===== config.mk =====
export PLATFORM = sky130hd
export DESIGN_NAME = burst_compare
export DESIGN_NICKNAME = d
export VERILOG_FILES = /design/src/rtl/sdram_traffic_checker_burst_compare.sv
export SDC_FILE = /design/constraint.sdc
export NUM_CORES = 1
export LEC_CHECK = 0
export CAP_MARGIN = 10
export CELL_PAD_IN_SITES_DETAIL_PLACEMENT = 0
export CELL_PAD_IN_SITES_GLOBAL_PLACEMENT = 1
export CORE_ASPECT_RATIO = 1.4
export CORE_MARGIN = 5
export CORE_UTILIZATION = 12
export DETAILED_ROUTE_END_ITERATION = 16
export GPL_ROUTABILITY_DRIVEN = 0
export PLACE_DENSITY_LB_ADDON = 0.1
export SLEW_MARGIN = 20
export SYNTH_ARGS = -nofsm -noshare
export SYNTH_HDL_FRONTEND = slang
export SYNTH_SLANG_ARGS = --single-unit

===== constraint.sdc =====
create_clock -name vclk -period 7.1
set_input_delay 2.13 -clock vclk [all_inputs]
set_output_delay 2.13 -clock vclk [all_outputs]
set_load 0.005 [all_outputs]

===== src/rtl/sdram_traffic_checker_burst_compare.sv =====
// Combinational per-lane compare of one read burst against its expected words:
// mismatch mask, number of mismatching lanes and the lowest mismatching lane.
module burst_compare #(
  parameter int DATA_WIDTH   = 16,
  parameter int BURST_LENGTH = 8,
  localparam int CNT_W  = $clog2(BURST_LENGTH) + 1,
  localparam int LANE_W = (BURST_LENGTH > 1) ? $clog2(BURST_LENGTH) : 1
) (
  input  logic [DATA_WIDTH*BURST_LENGTH-1:0] burst,
  input  logic [DATA_WIDTH*BURST_LENGTH-1:0] expected,
  output logic [BURST_LENGTH-1:0]            mismatch,
  output logic [CNT_W-1:0]                   mismatch_count,
  output logic [LANE_W-1:0]                  lowest_index
);

  // Lane compare and popcount.
  always_comb begin
    mismatch       = '0;
    mismatch_count = '0;
    for (int i = 0; i < BURST_LENGTH; i++) begin
      mismatch[i]    = (burst[i*DATA_WIDTH +: DATA_WIDTH] != expected[i*DATA_WIDTH +: DATA_WIDTH]);
      mismatch_count = mismatch_count + CNT_W'(mismatch[i]);
    end
  end

  // Scanning downwards leaves the lowest mismatching lane as the final value.
  always_comb begin
    lowest_index = '0;
    for (int i = BURST_LENGTH - 1; i >= 0; i--) begin
      if (mismatch[i]) begin
        lowest_index = LANE_W'(i);
      end else begin
        lowest_index = lowest_index;
      end
    end
  end

endmodule


==> flow_metrics.tcl <==
set metrics [dict create \
    critPathArrivalTime_ns 5.36 \
    start_util_pct 12.2 \
    syn-num-nets 466 \
    coreArea_um2 13500 \
    nets 752 \
    cts_hold_buf 0 \
    syn_inst 203 \
    die_y_um 149 \
    tightest_slew_ns 0.324 \
    report.power.total_w 0.000208 \
    grt_pass1_vias 2839 \
    fillers 1457 \
    dieArea_um2 16200 \
    grt_setup_unrepaired "true" \
    hp-class "in -> out" \
    final_area_um2 4680 \
    io_buffer_count 271 \
    drtPass1Iterations 4 \
    area_growth_pct 185 \
    place_hpwl_mm 9.50 \
    yosysSeqAreaShare_pct 0 \
    synth_top_area_share_pct 51.1 \
    cp.required_ns 4.97 \
    drc 0 \
    pin_count 271 \
    p_leak_nw 1.87 \
    clkbuf_count 0 \
    syn_area_per_cell_um2 8.11 \
    cp-start-kind "input port" \
    slew_headroom_pct 78.2 \
    min_period_ns 7.49 \
    register_area_um2 0 \
    seq_cell_count 0 \
    drt_iter0_markers 27 \
    wirelength_mm 9.74 \
    peakVddDrop_v 0.0000146 \
    synth_cell_types 18 \
    critPathKind "in -> out" \
    vias 2461 \
    ant_nets 0 \
    hold_end "mismatch[1]" \
    antenna_found_initial 1 \
    status "complete, but fails checks" \
    synthTopCellsByCount "96 x xor2_1, 33 x xnor2_1, 24 x nor4_1" \
    min_from "expected[20]" \
    yosysTopAreaCell "xor2_1" \
    grt.overflow.total 0 \
    synth_warnings 0 \
    via_per_inst 3.67 \
    violations "negative setup slack" \
    hold_viol 0 \
    finalSetupViolations 2 \
    min_path_cells 6 \
    grt_max_degree 5 \
    grt_pass1_wl_mm 13.7 \
    fin_util_pct 34.8 \
    fin_ws_ns -0.386 \
    ys_top_cells_by_area "xor2_1 51%, xnor2_1 18%, nor4_1 9.1%" \
    yosysMostFrequentCell "xor2_1" \
    die_width_um 109 \
    fmax_mhz 134 \
    powerDensity_nw_per_um2 44.5 \
    critPathCaptureType "output pin" \
    drive_gt1_share_pct 15.4 \
    wl_per_cell_um 14.5 \
    period_share_pct 105 \
    maxCapViolCount 0 \
    syn_area_um2 1650 \
    placed_area_um2 4690 \
    timing.final.max_slew_violations 0 \
    crit_path_max_fanout 2 \
    rows 50 \
    grtUsageTotal_pct 10.8 \
]
## worst max-delay path by stage
stage / cells past startpoint / endpoint / startpoint / slack (ns)
3_3_place_gp: 17 / mismatch_count[2] / expected[3] / -1.29
4_1_cts: 17 / mismatch_count[1] / burst[2] / -0.44
2_1_floorplan: 13 / mismatch_count[1] / expected[50] / -0.04
3_5_place_dp: 17 / mismatch_count[2] / expected[3] / -1.28
6_report: 15 / mismatch_count[1] / expected[50] / -0.39
5_1_grt: 17 / mismatch_count[1] / burst[2] / -0.58
## stage by stage
step / hold slack [ns] / cells / TNS, ns / setup slack (ns)
after detailed placement: 5.58 / 669 / -4.02 / -1.28
after CTS: 5.38 / 670 / -1.01 / -0.436
final: 5.33 / 670 / -0.734 / -0.386
after floorplan: 4.52 / 203 / -0.0557 / -0.0428
after global placement: 5.60 / 669 / -4.11 / -1.29
after global routing: 5.41 / 670 / -1.36 / -0.579
## what timing repair did
item	in CTS	in global routing
pin swaps	68	26
resized for setup	237	31
buffers inserted	2	0
endpoints found under the setup margin	4	4
endpoints found under the hold margin	0	0
## logic make-up after synthesis
group	count (synthesis)	synth area share (%)
adders and majority gates	7	7.15
buffers and inverters	15	3.42
AOI/OAI and AO/OA	7	2.81
xor gates and xnor gates	129	68.7
and+or+nand+nor	45	17.9
## where the power goes
part / switching [W] / leakage, nW / internal [W] / total [W]
Sequential: 0 / 0 / 0 / 0
Clock: 0 / 0.00000634 / 0.0000000000188 / 0.0000000000188
Combinational: 0.0000621 / 1.87 / 0.000146 / 0.000208
Total: 0.0000621 / 1.87 / 0.000146 / 0.000208
## layout make-up
type	instances	area [um^2]	share of cell area, %
Inverter	15	56.3	1.20
Multi-Input combinational cell	188	1720	36.8
Antenna cell	1	2.50	0.0534
Timing Repair Buffer	284	2670	57.1
Tap cell	182	228	4.86
## per-layer routing
| layer | global-route usage [%] | vias up | wire [um] |
|---|---|---|---|
| li1 | - | 1254 | - |
| met1 | 8.73 | 1062 | 2640 |
| met2 | 24.0 | 139 | 5850 |
| met3 | 3.99 | 6 | 1150 |
| met4 | 0.948 | 0 | 102 |
| met5 | 0 | - | 0 |
## placed cells by master, fill, tap and decap left out, types with 5 or more instances in the layout
cell	synthesis	final
buf_2	0	19
buf_4	0	13
buf_6	0	6
clkbuf_2	0	5
clkdlybuf4s15_1	0	46
clkdlybuf4s50_1	0	168
dlygate4sd2_1	0	24
inv_1	14	6
inv_2	1	9
nand4_1	13	13
nor4_1	24	15
nor4_2	1	9
xnor2_1	33	32
xor2_1	96	92
## worst max-delay path, cell delays in order
cell,delay (ns)
dlygate4sd2_1,0.24
xnor2_1,0.12
nand4_1,0.15
nor4_4,0.37
fa_1,0.48
inv_2,0.06
fa_1,0.41
inv_2,0.07
fa_2,0.43
inv_2,0.07
ha_4,0.12
inv_2,0.04
fa_2,0.53
inv_2,0.03
buf_6,0.10
(Power assumes the default switching activity.)
